--- src/rtl/fp_pkg.sv ---
// Shared constants, state/class encodings and operand classifier for the FP divider.
package fp_pkg;

   localparam int unsigned FP_BIAS = 127;
   localparam logic [31:0] FP_QNAN = 32'h7FC0_0000;

   // Bit positions within the {neg, zero, carry, overflow} flag vector
   localparam int unsigned NEG   = 3;
   localparam int unsigned ZERO  = 2;
   localparam int unsigned CARRY = 1;
   localparam int unsigned OVF   = 0;

   typedef enum logic [1:0] {StIdle, StDiv, StNorm, StDone} state_e;
   typedef enum logic [1:0] {ClsNormal, ClsZero, ClsInf, ClsNan} cls_e;
   typedef enum logic [2:0] {SpNone, SpQnan, SpInfOvf, SpInf, SpZero} spec_e;

   // Exponent field 0 counts as zero, so denormals are flushed
   function automatic cls_e fp_classify(input logic [31:0] x);
      if (x[30:23] == 8'h00) begin
         return ClsZero;
      end else if (x[30:23] == 8'hFF) begin
         return (x[22:0] == 23'd0) ? ClsInf : ClsNan;
      end
      return ClsNormal;
   endfunction

endpackage

--- src/rtl/fp_div_core.sv ---
// Iterative restoring divider for 24-bit mantissas: one quotient bit per step, MSB first.
module fp_div_core #(
   parameter int unsigned Iters = 26
) (
   input  logic        clk,
   input  logic        reset_n,
   input  logic        load_i,
   input  logic        step_i,
   input  logic [23:0] ma_i,
   input  logic [23:0] mb_i,
   output logic [25:0] q_o,
   output logic        sticky_o,
   output logic        last_o
);

   logic [24:0] r_q, r_d, r_step;
   logic [23:0] mb_q, mb_d;
   logic [25:0] q_q, q_d;
   logic [4:0]  cnt_q, cnt_d;
   logic        ge;

   always_comb begin
      ge     = (r_q >= {1'b0, mb_q});
      r_step = ge ? (r_q - {1'b0, mb_q}) : r_q;
      r_d    = r_q;
      mb_d   = mb_q;
      q_d    = q_q;
      cnt_d  = cnt_q;
      if (load_i) begin
         r_d   = {1'b0, ma_i};
         mb_d  = mb_i;
         q_d   = '0;
         cnt_d = '0;
      end else if (step_i) begin
         // After a successful subtract r < mb, so the shift never loses a set bit
         r_d   = r_step << 1;
         q_d   = {q_q[24:0], ge};
         cnt_d = cnt_q + 5'd1;
      end
   end

   always_ff @(posedge clk or negedge reset_n) begin
      if (!reset_n) begin
         r_q   <= '0;
         mb_q  <= '0;
         q_q   <= '0;
         cnt_q <= '0;
      end else begin
         r_q   <= r_d;
         mb_q  <= mb_d;
         q_q   <= q_d;
         cnt_q <= cnt_d;
      end
   end

   assign q_o      = q_q;
   assign sticky_o = |r_q;
   assign last_o   = step_i && (cnt_q == 5'(Iters - 1));

endmodule

--- src/rtl/fp_div.sv ---
// Multi-cycle IEEE-754 single-precision divider with round-to-nearest-even and ALU-style flags.
module fp_div
   import fp_pkg::*;
#(
   parameter int unsigned LATENCY = 27
) (
   input  logic        clk,
   input  logic        reset_n,
   input  logic        start,
   input  logic [31:0] a,
   input  logic [31:0] b,
   output logic        busy,
   output logic        done,
   output logic [31:0] result,
   output logic [3:0]  flags
);

   state_e      state_q;
   spec_e       spec_q, spec_d;
   cls_e        cls_a, cls_b;
   logic        sign_q, busy_q, done_q, accept;
   logic [9:0]  exp_q, exp_d;
   logic [31:0] result_q, res_n;
   logic [3:0]  flags_q, flg_n;
   logic [25:0] core_q;
   logic        core_rnz, core_last;

   assign accept = start && ((state_q == StIdle) || (state_q == StDone));
   assign cls_a  = fp_classify(a);
   assign cls_b  = fp_classify(b);
   assign exp_d  = 10'(a[30:23]) - 10'(b[30:23]) + 10'(FP_BIAS);

   always_comb begin
      spec_d = SpNone;
      if (cls_a == ClsNan || cls_b == ClsNan || (cls_a == ClsZero && cls_b == ClsZero) ||
          (cls_a == ClsInf && cls_b == ClsInf)) begin
         spec_d = SpQnan;
      end else if (cls_a == ClsInf) begin
         spec_d = SpInf;
      end else if (cls_b == ClsZero) begin
         spec_d = SpInfOvf;
      end else if (cls_b == ClsInf || cls_a == ClsZero) begin
         spec_d = SpZero;
      end
   end

   fp_div_core #(
      .Iters (LATENCY - 1)
   ) u_core (
      .clk      (clk),
      .reset_n  (reset_n),
      .load_i   (accept),
      .step_i   (state_q == StDiv),
      .ma_i     ({|a[30:23], a[22:0]}),
      .mb_i     ({|b[30:23], b[22:0]}),
      .q_o      (core_q),
      .sticky_o (core_rnz),
      .last_o   (core_last)
   );

   logic [22:0] frac, frac_r;
   logic [9:0]  e, e_r;
   logic        guard, sticky, inc, ovf, inexact;

   always_comb begin
      if (core_q[25]) begin
         frac   = core_q[24:2];
         guard  = core_q[1];
         sticky = core_q[0] | core_rnz;
         e      = exp_q;
      end else begin
         frac   = core_q[23:1];
         guard  = core_q[0];
         sticky = core_rnz;
         e      = exp_q - 10'd1;
      end
      inc = guard & (sticky | frac[0]);
      // A fraction carry-out ripples into the exponent and leaves the mantissa at 1.0
      {e_r, frac_r} = {e, frac} + {32'd0, inc};
      inexact = guard | sticky;
      ovf     = 1'b0;
      if (!e_r[9] && (e_r >= 10'd255)) begin
         res_n = {sign_q, 8'hFF, 23'd0};
         ovf   = 1'b1;
      end else if (e_r[9] || (e_r == 10'd0)) begin
         res_n = {sign_q, 31'd0};
      end else begin
         res_n = {sign_q, e_r[7:0], frac_r};
      end
      case (spec_q)
         SpQnan:   begin res_n = FP_QNAN;                 ovf = 1'b0; inexact = 1'b0; end
         SpInfOvf: begin res_n = {sign_q, 8'hFF, 23'd0};  ovf = 1'b1; inexact = 1'b0; end
         SpInf:    begin res_n = {sign_q, 8'hFF, 23'd0};  ovf = 1'b0; inexact = 1'b0; end
         SpZero:   begin res_n = {sign_q, 31'd0};         ovf = 1'b0; inexact = 1'b0; end
         default: ;
      endcase
      flg_n        = '0;
      flg_n[NEG]   = res_n[31];
      flg_n[ZERO]  = (res_n[30:0] == 31'd0);
      flg_n[CARRY] = inexact;
      flg_n[OVF]   = ovf;
   end

   always_ff @(posedge clk or negedge reset_n) begin
      if (!reset_n) begin
         state_q  <= StIdle;
         busy_q   <= 1'b0;
         done_q   <= 1'b0;
         result_q <= '0;
         flags_q  <= '0;
         sign_q   <= 1'b0;
         exp_q    <= '0;
         spec_q   <= SpNone;
      end else begin
         done_q <= 1'b0;
         unique case (state_q)
            StIdle, StDone: begin
               if (accept) begin
                  state_q <= StDiv;
                  busy_q  <= 1'b1;
                  sign_q  <= a[31] ^ b[31];
                  exp_q   <= exp_d;
                  spec_q  <= spec_d;
               end else begin
                  state_q <= StIdle;
               end
            end
            StDiv: begin
               if (core_last) state_q <= StNorm;
            end
            StNorm: begin
               state_q  <= StDone;
               busy_q   <= 1'b0;
               done_q   <= 1'b1;
               result_q <= res_n;
               flags_q  <= flg_n;
            end
            default: state_q <= StIdle;
         endcase
      end
   end

   assign busy   = busy_q;
   assign done   = done_q;
   assign result = result_q;
   assign flags  = flags_q;

endmodule

--- config.mk ---
export PLATFORM = sky130hd
export DESIGN_NAME = fp_div
export DESIGN_NICKNAME = d
export VERILOG_FILES = /design/src/rtl/fp_pkg.sv /design/src/rtl/fp_div_core.sv /design/src/rtl/fp_div.sv
export SDC_FILE = /design/constraint.sdc
export NUM_CORES = 1
export LEC_CHECK = 0
export CAP_MARGIN = 15
export CORE_UTILIZATION = 28
export DETAILED_ROUTE_END_ITERATION = 16
export SLEW_MARGIN = 20
export SYNTH_ARGS = -nofsm -noshare
export SYNTH_HDL_FRONTEND = slang
export SYNTH_SLANG_ARGS = --single-unit
--- constraint.sdc ---
create_clock -name clk -period 7.37 [get_ports clk]
set_input_delay 0.737 -clock clk [delete_from_list [all_inputs] [get_ports clk]]
set_output_delay 0.737 -clock clk [all_outputs]
set_load 0.05 [all_outputs]
# [Yosys cells after proc, flatten, opt, wreduce, memory -nomap -nowiden]
# Cells that the tools add are included.
[op_classes] n_lt_le_gt_ge=2 eq_ne=18 muxes=39 bitwise_logic=5 n_addsub=6 n_reduce_logical=30
[op_table] operator="$pmux W32 S3" count=1
[op_table] operator="$mux W31" count=2
[op_table] operator="$mux W26" count=2
[op_table] operator="$mux W25" count=2
[op_table] operator="$logic_not A23 Y1" count=2
[op_table] operator="$add A33 B1 Y33" count=1
[op_table] operator="$logic_not A31 Y1" count=1
[op_table] operator="$ge A25 B24 Y1" count=1
[op_table] operator="$reduce_or A25 Y1" count=1
[op_table] operator="$mux W24" count=1
[op_table] operator="$sub A24 B24 Y24" count=1
[op_table] operator="$mux W23" count=1
[op_table] operator="$eq A8 B8 Y1 const B" count=2
[op_table] operator="$logic_not A8 Y1" count=2
[op_table] operator="$reduce_or A8 Y1" count=2
[op_table] operator="$mux W2" count=7
[op_table] operator="$mux W1" count=13
[op_table] operator="$eq A2 B2 Y1 const B" count=6
[op_table] operator="$mux W3" count=4
[op_table] operator="$add A9 B8 Y10 const B" count=1
[op_table] operator="$ge A10 B8 Y1 const B" count=1
[op_table] operator="$logic_not A10 Y1" count=1
[op_table] operator="$mux W10" count=1
[op_table] operator="$mux W5" count=2
[op_table] operator="other kinds (23)" count=42
[word_totals] regBits=134 inputBits=67 wordCells=112

# [Logic depth before layout (Yosys ltp)]
# Gate-level depths: netlist (run 1).
[logic_depth] word_depth=12 mapped_depth=20

# [Modules after synthesis]
# From an unflattened synthesis (run 1), not the netlist that was laid out.
[hier_totals] hier_cells=1106 hier_area_um2=9758.1
[modules_own_cells] module="fp_div_core" cells_per_inst=566 area_per_inst_um2=4999.8 instances=1
[modules_own_cells] module="fp_div" cells_per_inst=540 area_per_inst_um2=4758.3 instances=1

# [Worst setup path after synthesis (run 1)]
# Ideal clock, no wire load.
[synth_timing] path_kind="register to register" start="register u_core.q_q[25] (netlist: u_core.q_o[25])" end="register result_q[17] (netlist: result[17])" stages_incl_launch_ff=21 slack_ns=3.195 arrival_time_ns=4.100 required_time_ns=7.295 setup_time_ns=0.075 path_cell_list="dfrtp_1 > buf_6 > buf_6 > buf_6 > clkbuf_1 > buf_1 > clkbuf_1 > mux2_2 > ha_1 > and3_1 > o2111a_1 > and4_1 > o21ai_1 > or4_4 > xnor2_2 > nand2b_1 > buf_2 > a211oi_4 > nand2_4 > buf_6 > o2bb2ai_2"
[synth_between] elab_chain_cells=9 elab_cells_between_ends=15 classes_between="add/sub (1); order compare (1); mux (7); bitwise (2); reduce/logical (4)"
[synth_lines] item="start, declared" line_no="fp_div_core.sv:18" source="logic [25:0] q_q, q_d;"
[synth_lines] item="start signal, assigned" line_no="fp_div_core.sv:51" source="q_q <= q_d;"
[synth_lines] item="$mux W1 or $mux W23 (tied branches)" line_no="fp_div.sv:66" source="if (core_q[25]) begin"
[synth_lines] item="$or A1 B1 Y1" line_no="fp_div.sv:77" source="inc = guard & (sticky | frac[0]);"
[synth_lines] item="$and A1 B1 Y1" line_no="fp_div.sv:77"
[synth_lines] item="$add A33 B1 Y33 *" line_no="fp_div.sv:79" source="{e_r, frac_r} = {e, frac} + {32'd0, inc};"
[synth_lines] item="branches (longest 3 deep; another with $ge A10 B8 Y1)"
[synth_lines] item="$mux W31 *" line_no="fp_div.sv:82" source="if (!e_r[9] && (e_r >= 10'd255)) begin"
[synth_lines] item="$pmux W32 S3 *" line_no="fp_div.sv:90" source="case (spec_q)"
[synth_lines] item="end signal, assigned" line_no="fp_div.sv:135" source="result_q <= res_n;"
[synth_lines] item="end, declared" line_no="fp_div.sv:23" source="logic [31:0] result_q, res_n;"
# Every way passes the cells marked *.
# A chain may end at the register's enable or synchronous reset.

# [Final worst setup path (run 1)]
[layout_timing] start="register u_core.q_q[25] (netlist: u_core.q_o[25])" end="register result_q[3] (netlist: result[3])"
# Same word-level chain as after synthesis.

==> impl_metrics.env, run 1 <==
export IMPL_synthesis_nets=1184
export IMPL_final_core_utilization=0.348
export IMPL_cap_viol_max_count=0
export IMPL_first_iter_violations=579
export IMPL_synth_area_mux_share=0.0583
export IMPL_row_count=66
export IMPL_detail_route_first_pass_iterations=5
export IMPL_worst_path_class_setup="reg -> reg"
export IMPL_clock_skew_ns=0.0144
export IMPL_synthCells=1076
export IMPL_hold_buffers=0
export IMPL_setup_ws_ns=3.30
export IMPL_holdCritPathClass="in -> async"
export IMPL_synth_simple_area_share=0.189
export IMPL_synthXorXnorAreaFrac=0.0751
export IMPL_die_height_microns=185
export IMPL_detail_route_wl_per_cell_microns=15.5
export IMPL_ant_nets=0
export IMPL_place_gp_congestion=0.836
export IMPL_grt_antenna_before_repair=2
export IMPL_crit_arrival_ns=4.42
export IMPL_synth_yosys_warnings=0
export IMPL_power_density_nw_per_um2=426
export IMPL_cts_num_sinks=133
export IMPL_synth_edff_count=0
export IMPL_ys_dominant_reg_cell="sky130_fd_sc_hd__dfrtp_1"
export IMPL_dp_worst_setup_slack_ns=3.33
export IMPL_synth_seq_cells=133
export IMPL_worstSetupEndpointType="register"
export IMPL_final_critical_path_time_including_i_o_delays_and_setup_ns=4.07
export IMPL_cts_root_buf="sky130_fd_sc_hd__clkbuf_16"
export IMPL_grt_start_max_net_pins=111
export IMPL_clk_latency_ns=0.44
export IMPL_number_of_buffers_inserted_during_clock_tree_synthesis=17
export IMPL_fin_nets=1246
export IMPL_grt_overflow=0
export IMPL_static_leakage_power_nw=4.68
export IMPL_cts_setup_buffers=0
export IMPL_area_growth_synth_to_final_pct=21.0
export IMPL_tightest_slew_ns=0.946
export IMPL_via_per_inst=4.99
export IMPL_layout_filler_cells=3358
export IMPL_postRouteWirelength_mm=24.7
export IMPL_start_of_the_worst_register_to_register_path="u_core.q_o[25]"
export IMPL_grt_usage=0.149
export IMPL_yosys_area_top_type_share=0.353
export IMPL_critical_path_startpoint_type="register"
export IMPL_fp_dieArea_sq_um=34400
export IMPL_port_buffer_count=104
export IMPL_worst_hold_slack_ns=0.296
export IMPL_tritoncts="done"
export IMPL_worstPathRequired_ns=7.72
export IMPL_unrepaired_setup_endpoints_after_global_routing="no"
export IMPL_detail_placement_hpwl_mm=17.9
export IMPL_clkSlewWorstSetupHoldPaths_ns=0.06
export IMPL_cp_max_fo=66
export IMPL_io_count=105
export IMPL_starting_density=0.287
export IMPL_grt_pass1_vias=7471
export IMPL_vdd_ir_drop_max_mv=0.180
export IMPL_synth_top_family_by_area="compound AO/OA/AOI/OAI gates"
export IMPL_count_of_distinct_cell_types_in_the_synthesized_netlist=80
export IMPL_final_period_utilization=0.552
export IMPL_final_hold_viol_count=0
export IMPL_max_slew_margin_rel=0.369
export IMPL_netlist_top_cells_area="sky130_fd_sc_hd__dfrtp_1 35%, sky130_fd_sc_hd__o21ai_0 5.5%, sky130_fd_sc_hd__ha_1 5.2%"
export IMPL_floorplan_die_width_microns=185
export IMPL_synthesis_area_per_instance_sq_um=8.75
export IMPL_run_status="finished clean"
export IMPL_syn_area_sq_um=9420
export IMPL_worstSetupStartpoint="u_core.q_o[25]"
export IMPL_post_route_cells_drive_above_1_share=0.0817
export IMPL_core_region_area_sq_um=32800
export IMPL_timing_fmax_ghz=0.246
export IMPL_synth_compound_area_share=0.210
export IMPL_setup_violations_final=0
export IMPL_totalNegativeSetupSlack_ns=0
export IMPL_number_of_max_slew_violations_in_the_final_report=0
export IMPL_synth_fa_ha_area_frac=0.0582
export IMPL_cts_htree_levels=4
export IMPL_cts_root_to_sink_buffers=2
export IMPL_cts_repair_resized=0
export IMPL_first_pass_grt_wire_length_mm=40.4
export IMPL_synth_seq_area_share=0.353
export IMPL_vias=7949
export IMPL_post_synth_top_area_cell="sky130_fd_sc_hd__dfrtp_1"
export IMPL_async_reset_ff_frac=1.00
export IMPL_drc=0
[per-stage QoR]
stage / std cells / area [sq um] / power (mW)
2_1_floorplan: 1076 / 9420 / 3.31
3_3_place_gp: 1560 / 10800 / 3.94
3_5_place_dp: 1560 / 10800 / 3.97
4_1_cts: 1592 / 11400 / 4.87
5_1_grt: 1593 / 11400 / 5.26
6_report: 1594 / 11400 / 4.85
[final timing paths]
kind | endpoint | slack (ns) | depth (start not counted)
min in group clk | result[29] | 0.49 | 1
max reg2reg | result[3] | 3.30 | 13
min reg2reg | result[29] | 0.49 | 1
min | result[7] | 0.30 | 1
max in group asynchronous | u_core.q_o[25] | 5.97 | 2
max | result[3] | 3.30 | 13
[cell usage in the layout, fill, tap and decap left out, drive strengths merged, types with 5 or more instances in the layout]
cell type and count:
a31oi 7, nor3 18, xor2 35, inv 64, nand4 20, o22a 5
nor2b 7, nor2 85, clkdlybuf4s50 103, a21oi 47, o211a 13, xnor2 44
o211ai 8, o2bb2ai 23, nand2b 11, a21o 19, ha 39, and3 9
o21a 8, mux2 7, and2 7, buf 9, o21ai 106, or4 5
nand2 129, o31ai 5, clkbuf 17, mux2i 47, nand3 23, dfrtp 133
or3 9, a211oi 8, nor4 24
[kinds of logic (layout without fill, tap and decap cells)]
kind of cell / Yosys count / count (layout)
simple gates: 362 / 362
buf+inv: 126 / 201
other cells: 0 / 1
fa+ha+maj: 43 / 43
xor+xnor: 79 / 79
compound gates: 279 / 279
flops: 133 / 133
mux: 54 / 54
[registers in the layout, indices dropped and copies added (netlist names)]
register      cells
result           32
u_core.r_q       25
sign_q            1
done              1
u_core.q_o       26
spec_q            3
u_core.cnt_q      5
state_q           2
busy              1
u_core.mb_q      24
exp_q            10
flags             3
[area by class of cell]
cell class	count	area, sq um	share of cell area
Clock buffer	17	425	0.0373
Inverter	57	214	0.0188
Timing Repair Buffer	112	1120	0.0982
Clock inverter	15	169	0.0148
Sequential cell	133	3330	0.292
Tap cell	442	553	0.0485
Antenna cell	1	2.50	0.000220
Multi-Input combinational cell	817	5580	0.490
[Yosys cell counts, types with 4 or more instances]
library cell,instances
sky130_fd_sc_hd__dfrtp_1,133
sky130_fd_sc_hd__nand2_1,128
sky130_fd_sc_hd__o21ai_0,103
sky130_fd_sc_hd__nor2_1,83
sky130_fd_sc_hd__inv_1,56
sky130_fd_sc_hd__clkbuf_1,49
sky130_fd_sc_hd__a21oi_1,47
sky130_fd_sc_hd__mux2i_1,47
sky130_fd_sc_hd__xnor2_1,42
sky130_fd_sc_hd__ha_1,39
sky130_fd_sc_hd__xor2_1,35
sky130_fd_sc_hd__nand3_1,23
sky130_fd_sc_hd__nor4_1,23
sky130_fd_sc_hd__nand4_1,20
sky130_fd_sc_hd__o2bb2ai_2,20
sky130_fd_sc_hd__a21o_1,19
sky130_fd_sc_hd__nor3_1,18
sky130_fd_sc_hd__o211a_1,13
sky130_fd_sc_hd__nand2b_1,10
sky130_fd_sc_hd__and3_1,9
sky130_fd_sc_hd__buf_1,9
sky130_fd_sc_hd__or3_1,9
sky130_fd_sc_hd__o211ai_1,8
sky130_fd_sc_hd__o21a_1,8
sky130_fd_sc_hd__a211oi_1,7
sky130_fd_sc_hd__a31oi_1,7
sky130_fd_sc_hd__mux2_2,7
sky130_fd_sc_hd__nor2b_1,7
sky130_fd_sc_hd__and2_1,6
sky130_fd_sc_hd__buf_6,5
sky130_fd_sc_hd__o22a_1,5
sky130_fd_sc_hd__buf_2,4
sky130_fd_sc_hd__o31ai_1,4
[power breakdown]
part           total [mW]  internal (mW)  leakage (nW)  switching, mW
clock network       0.874          0.507         0.284          0.367
registers            1.19          0.967          1.70          0.227
logic                2.78           1.11          2.69           1.67
total                4.85           2.58          4.68           2.27
[worst max-delay path, cell delays in order (launching register included)]
cell and delay, ns:
sky130_fd_sc_hd__dfrtp_2 0.41, sky130_fd_sc_hd__buf_4 0.59, sky130_fd_sc_hd__mux2_2 0.28, sky130_fd_sc_hd__ha_1 0.19, sky130_fd_sc_hd__and3_1 0.20, sky130_fd_sc_hd__o2111a_1 0.21, sky130_fd_sc_hd__and4_1 0.24, sky130_fd_sc_hd__o21ai_1 0.08
sky130_fd_sc_hd__or4_4 0.43, sky130_fd_sc_hd__xnor2_2 0.21, sky130_fd_sc_hd__nand2b_1 0.27, sky130_fd_sc_hd__a211oi_4 0.34, sky130_fd_sc_hd__nand2_4 0.28, sky130_fd_sc_hd__o2bb2ai_2 0.22
[layer usage]
layer | share of wire | vias up | track usage
li1 | - | 3940 | -
met1 | 0.49 | 3828 | 0.212
met2 | 0.45 | 161 | 0.231
met3 | 0.041 | 20 | 0.0254
met4 | 0.013 | 0 | 0.0374
met5 | 0 | - | 0
(Power assumes the default switching activity.)
==> run 2: changes to the inputs <==
==> constraint.sdc (replaced) <==
create_clock -name clk -period 3.4 [get_ports clk]
set_input_delay 0.34 -clock clk [delete_from_list [all_inputs] [get_ports clk]]
set_output_delay 0.34 -clock clk [all_outputs]
set_load 0.05 [all_outputs]
==> impl_metrics.env, run 2 (synthesized netlist as in run 1, its figures left out) <==
export IMPL_run_status="finished clean"
export IMPL_final_period_utilization=0.964
export IMPL_grt_usage=0.145
export IMPL_detail_route_first_pass_iterations=4
export IMPL_antenna_diode_count=0
export IMPL_top_library_cells_by_usage_in_the_layout_fill_and_taps_aside="132 x sky130_fd_sc_hd__dfrtp_1, 128 x sky130_fd_sc_hd__nand2_1, 103 x sky130_fd_sc_hd__clkdlybuf4s50_1"
export IMPL_holdCritPathClass="reg -> reg"
export IMPL_number_of_max_slew_violations_in_the_final_report=0
export IMPL_core_region_area_sq_um=32800
export IMPL_starting_density=0.287
export IMPL_cpMostUsedCell="sky130_fd_sc_hd__buf_12"
export IMPL_final_common_cell="sky130_fd_sc_hd__dfrtp_1"
export IMPL_critical_path_startpoint_type="register"
export IMPL_worstSetupEndpointType="register"
export IMPL_place_gp_congestion=0.886
export IMPL_via_per_inst=4.94
export IMPL_setup_ws_ns=0.121
export IMPL_crit_arrival_ns=3.62
export IMPL_tightest_slew_ns=0.742
export IMPL_worst_path_class_setup="reg -> reg"
export IMPL_worstPathRequired_ns=3.75
export IMPL_power_density_nw_per_um2=921
export IMPL_drc=0
export IMPL_detail_route_wl_per_cell_microns=14.9
export IMPL_grt_start_max_net_pins=79
export IMPL_fp_dieArea_sq_um=34400
export IMPL_vdd_ir_drop_max_mv=0.417
export IMPL_clk_latency_ns=0.42
export IMPL_grt_overflow=0
export IMPL_grt_antenna_before_repair=0
export IMPL_clkSlewWorstSetupHoldPaths_ns=0.06
export IMPL_first_pass_grt_wire_length_mm=39.6
export IMPL_cp_max_fo=35
export IMPL_timing_critical_path_slowest_stage_cell="sky130_fd_sc_hd__or4_4"
export IMPL_post_route_cells_drive_above_1_share=0.109
export IMPL_number_of_buffers_inserted_during_clock_tree_synthesis=17
export IMPL_fin_nets=1279
export IMPL_totalNegativeSetupSlack_ns=0
export IMPL_tritoncts="done"
export IMPL_floorplan_die_width_microns=185
export IMPL_max_stage_delay_ns=0.46
export IMPL_vias=8030
export IMPL_final_critical_path_time_including_i_o_delays_and_setup_ns=3.28
export IMPL_largest_register_ff_count=32
export IMPL_ant_nets=0
export IMPL_cts_root_buf="sky130_fd_sc_hd__clkbuf_16"
export IMPL_cts_num_sinks=133
export IMPL_timing_fmax_ghz=0.305
export IMPL_port_buffer_count=104
export IMPL_layout_cells_non_filler=1624
export IMPL_overall_power_of_the_completed_layout_mw=10.8
export IMPL_setup_violations_final=0
export IMPL_grt_pass1_vias=7620
export IMPL_final_hold_viol_count=0
export IMPL_cap_viol_max_count=0
export IMPL_io_count=105
export IMPL_row_count=66
export IMPL_postRouteWirelength_mm=24.2
export IMPL_cts_htree_levels=4
export IMPL_max_slew_margin_rel=0.506
export IMPL_static_leakage_power_nw=4.86
export IMPL_detail_placement_hpwl_mm=17.9
export IMPL_area_growth_synth_to_final_pct=24.8
export IMPL_first_iter_violations=438
export IMPL_cts_root_to_sink_buffers=2
export IMPL_dp_worst_setup_slack_ns=-0.00706
export IMPL_critical_path_cell_chain="buf_12, mux2_4, ha_4, and3_4, o2111a_1, and4_4, o21ai_1, or4_4, xnor2_4, nand2b_4, a211oi_4, buf_12, nand2_4, o2bb2ai_2"
export IMPL_die_height_microns=185
export IMPL_clock_skew_ns=0.0125
export IMPL_placed_cells=1588
## run 2: critical path: cells and delay by family, from the launching register on
kind / cells / cell delay [ns]
compound gates: 4 / 0.73
fa+ha+maj: 1 / 0.14
mux: 1 / 0.23
simple gates: 5 / 1.09
xor+xnor: 1 / 0.21
buf+inv: 2 / 0.36
flops: 1 / 0.45
## run 2: routing by layer
metal | wire, microns | track usage
met2 | 11000 | 0.232
met3 | 922 | 0.0263
met1 | 11700 | 0.194
met5 | 0 | 0
met4 | 563 | 0.0552
## run 2: power breakdown
part           leakage [nW]  internal (mW)  switching [mW]  total (mW)
clock                 0.291           1.19           0.743        1.93
sequential             1.70           2.10           0.425        2.52
combinational          2.87           2.64            3.73        6.37
## run 2: path summary, 6_finish.rpt
check,startpoint,endpoint,slack [ns],cells after the start
setup / recovery,u_core.q_o[25],result[2],0.12,14
hold / removal,result[29],result[29],0.47,1
setup reg to reg,u_core.q_o[25],result[2],0.12,14
hold reg to reg,result[29],result[29],0.47,1
max in group asynchronous,reset_n,u_core.r_q[22],2.07,3
min in group asynchronous,reset_n,result[5],0.54,2
## run 2: timing repair
item / in CTS / in global routing
pin swaps: 1 / 5
hold buffers: 1 / 0
resized for setup: 1 / 5
setup endpoints to repair: 22 / 46
setup buffers: 0 / 4
gates cloned: 0 / 1
hold endpoints to repair: 31 / 0
## run 2: final cells by class
cell class,instances,area (sq um)
fill,3362,21000
multi-input combinational,818,5650
sequential,133,3330
timing repair buffer,144,1400
tap,442,553
clock buffer,19,453
inverter,57,214
clock inverter,11,154
## run 2: per-stage QoR
step / hold slack (ns) / cell area (sq um) / utilization
floorplan: 0.0444 / 9490 / -
global route: 0.501 / 11800 / 0.358
CTS: 0.480 / 11700 / 0.356
global placement: 0.435 / 11000 / 0.337
detailed placement: 0.440 / 11000 / 0.337
finish: 0.473 / 11800 / 0.358
==> run 3: changes to the inputs <==
--- a/config.mk
+++ b/config.mk
@@ -6,8 +6,10 @@
 export NUM_CORES = 1
 export LEC_CHECK = 0
 export CAP_MARGIN = 15
-export CORE_UTILIZATION = 28
+export CORE_UTILIZATION = 45
 export DETAILED_ROUTE_END_ITERATION = 16
+export MAX_ROUTING_LAYER = met4
+export PLACE_DENSITY = 0.69
 export SLEW_MARGIN = 20
 export SYNTH_ARGS = -nofsm -noshare
 export SYNTH_HDL_FRONTEND = slang
==> impl_metrics.env, run 3 (synthesized netlist as in run 1, its figures left out) <==
export IMPL_antenna_diode_count=0
export IMPL_port_buffer_count=104
export IMPL_clkSlewWorstSetupHoldPaths_ns=0.06
export IMPL_max_stage_delay_ns=0.46
export IMPL_final_core_utilization=0.563
export IMPL_timing_fmax_ghz=0.308
export IMPL_place_gp_congestion=0.907
export IMPL_row_count=52
export IMPL_ant_nets=0
export IMPL_final_common_cell="sky130_fd_sc_hd__dfrtp_1"
export IMPL_grt_pass1_vias=7843
export IMPL_first_pass_grt_wire_length_mm=39.2
export IMPL_clk_latency_ns=0.43
export IMPL_top_library_cells_by_usage_in_the_layout_fill_and_taps_aside="132 x sky130_fd_sc_hd__dfrtp_1, 128 x sky130_fd_sc_hd__nand2_1, 103 x sky130_fd_sc_hd__clkdlybuf4s50_1"
export IMPL_final_hold_viol_count=0
export IMPL_cts_root_to_sink_buffers=2
export IMPL_fp_dieArea_sq_um=21500
export IMPL_power_frac_clock=0.161
export IMPL_max_slew_margin_rel=0.468
export IMPL_critical_path_startpoint_type="register"
export IMPL_placed_cells=1415
export IMPL_area_growth_synth_to_final_pct=21.8
export IMPL_worst_hold_slack_ns=0.480
export IMPL_starting_density=0.462
export IMPL_layout_filler_cells=1797
export IMPL_internal_power_mw=5.76
export IMPL_detail_placement_hpwl_mm=16.7
export IMPL_number_of_buffers_inserted_during_clock_tree_synthesis=17
export IMPL_multi_input_comb_area_sq_um=5660
export IMPL_clock_skew_ns=0.0116
export IMPL_holdCritPathClass="reg -> reg"
export IMPL_layout_cells_non_filler=1452
export IMPL_core_region_area_sq_um=20400
export IMPL_largest_register_ff_count=32
export IMPL_overall_power_of_the_completed_layout_mw=10.7
export IMPL_pwr_share_comb=0.603
export IMPL_cp_max_fo=11
export IMPL_detail_route_first_pass_iterations=7
export IMPL_power_density_nw_per_um2=934
export IMPL_critical_path_cell_chain="buf_4, mux2_4, ha_4, and3_4, o2111a_1, and4_2, o21ai_1, or4_4, xnor2_4, nand2b_4, a211oi_4, buf_4, nand2_4, o2bb2ai_2"
export IMPL_postRouteWirelength_mm=23.4
export IMPL_tightest_slew_ns=0.791
export IMPL_die_height_microns=147
export IMPL_setup_violations_final=0
export IMPL_number_of_max_slew_violations_in_the_final_report=0
export IMPL_grt_start_max_net_pins=81
export IMPL_run_status="finished clean"
export IMPL_switching_share=0.462
export IMPL_vias=8125
export IMPL_detail_route_wl_per_cell_microns=16.1
export IMPL_cts_htree_levels=4
export IMPL_worstPathRequired_ns=3.75
export IMPL_ff_latch_area_sq_um=3330
export IMPL_floorplan_die_width_microns=147
export IMPL_cts_root_buf="sky130_fd_sc_hd__clkbuf_16"
export IMPL_static_leakage_power_nw=4.82
export IMPL_vdd_ir_drop_max_mv=0.478
export IMPL_cap_viol_max_count=0
export IMPL_final_period_utilization=0.955
export IMPL_fin_nets=1277
export IMPL_cts_num_sinks=133
export IMPL_grt_overflow=0
export IMPL_drc=0
export IMPL_tritoncts="done"
export IMPL_grt_usage=0.232
export IMPL_grt_antenna_before_repair=0
export IMPL_worstSetupEndpointType="register"
export IMPL_post_route_cells_drive_above_1_share=0.110
export IMPL_share_seq_of_total_power=0.236
export IMPL_cpMostUsedCell="sky130_fd_sc_hd__buf_4"
export IMPL_io_count=105
export IMPL_via_per_inst=5.60
export IMPL_crit_arrival_ns=3.60
export IMPL_final_critical_path_time_including_i_o_delays_and_setup_ns=3.25
export IMPL_worst_path_class_setup="reg -> reg"
export IMPL_power_switching_mw=4.95
export IMPL_timing_critical_path_slowest_stage_cell="sky130_fd_sc_hd__dfrtp_2"
export IMPL_first_iter_violations=569
[run 3: path summary, 6_finish.rpt]
check / start / slack, ns / cells after the start / endpoint
max: u_core.q_o[25] / 0.15 / 14 / result[3]
min: result[29] / 0.48 / 1 / result[29]
max reg2reg: u_core.q_o[25] / 0.15 / 14 / result[3]
min reg2reg: result[29] / 0.48 / 1 / result[29]
max in group asynchronous: reset_n / 2.11 / 3 / flags[0]
min in group asynchronous: reset_n / 0.52 / 2 / u_core.mb_q[2]
[run 3: power groups by stage]
stage / Sequential (mW) / Clock, mW / Combinational [mW]
finish: 2.53 / 1.73 / 6.46
global route: 2.60 / 1.82 / 7.13
CTS: 2.53 / 1.75 / 6.28
detailed placement: 2.55 / 0 / 6.20
global placement: 2.54 / 0 / 6.12
floorplan: 2.71 / 0 / 4.50
[run 3: worst max-delay path, delay by kind of cell, from the launching register on]
family	cells	cell delay, ns
adders and majority gates	1	0.14
DFF	1	0.46
muxes	1	0.21
AOI/OAI and AO/OA	4	0.67
xor gates and xnor gates	1	0.22
and+or+nand+nor	5	1.12
buffers and inverters	2	0.35
[run 3: per-layer routing]
layer  wire length [microns]  GRT usage  share of wire  vias to the layer above
li1                        -          -              -                     4017
met1                   11200      0.307           0.48                     3933
met2                   11000      0.366           0.47                      147
met3                     741     0.0313          0.032                       28
met4                     407     0.0734          0.017                        0
met5                       0          -              0                        -
[run 3: area by class of cell]
cell class / instances / share of cell area
clock inverters: 11 / 0.00676
inverters: 57 / 0.0186
repair buffers: 142 / 0.120
clock buffers: 21 / 0.0419
flip-flops and latches: 133 / 0.290
well taps: 270 / 0.0294
multi-input cells: 818 / 0.493
[run 3: metrics by stage]
step	TNS, ns	cell area, sq um	worst slack, ns
after CTS	0	11400	0.0332
after global placement	0	10800	0.0513
after floorplan	-6.18	9490	-0.281
final	0	11500	0.155
after global routing	-0.0222	11500	-0.0111
after detailed placement	-0.194	10800	-0.0274
[run 3: repair_timing]
| action | 4_1_cts | 5_1_grt |
|---|---|---|
| hold endpoints to repair | 13 | 0 |
| cloned | 0 | 1 |
| setup endpoints to repair | 22 | 49 |
| buffers inserted | 0 | 3 |
| resized for setup | 1 | 6 |
| hold buffers | 1 | 0 |
| pin swaps | 2 | 4 |
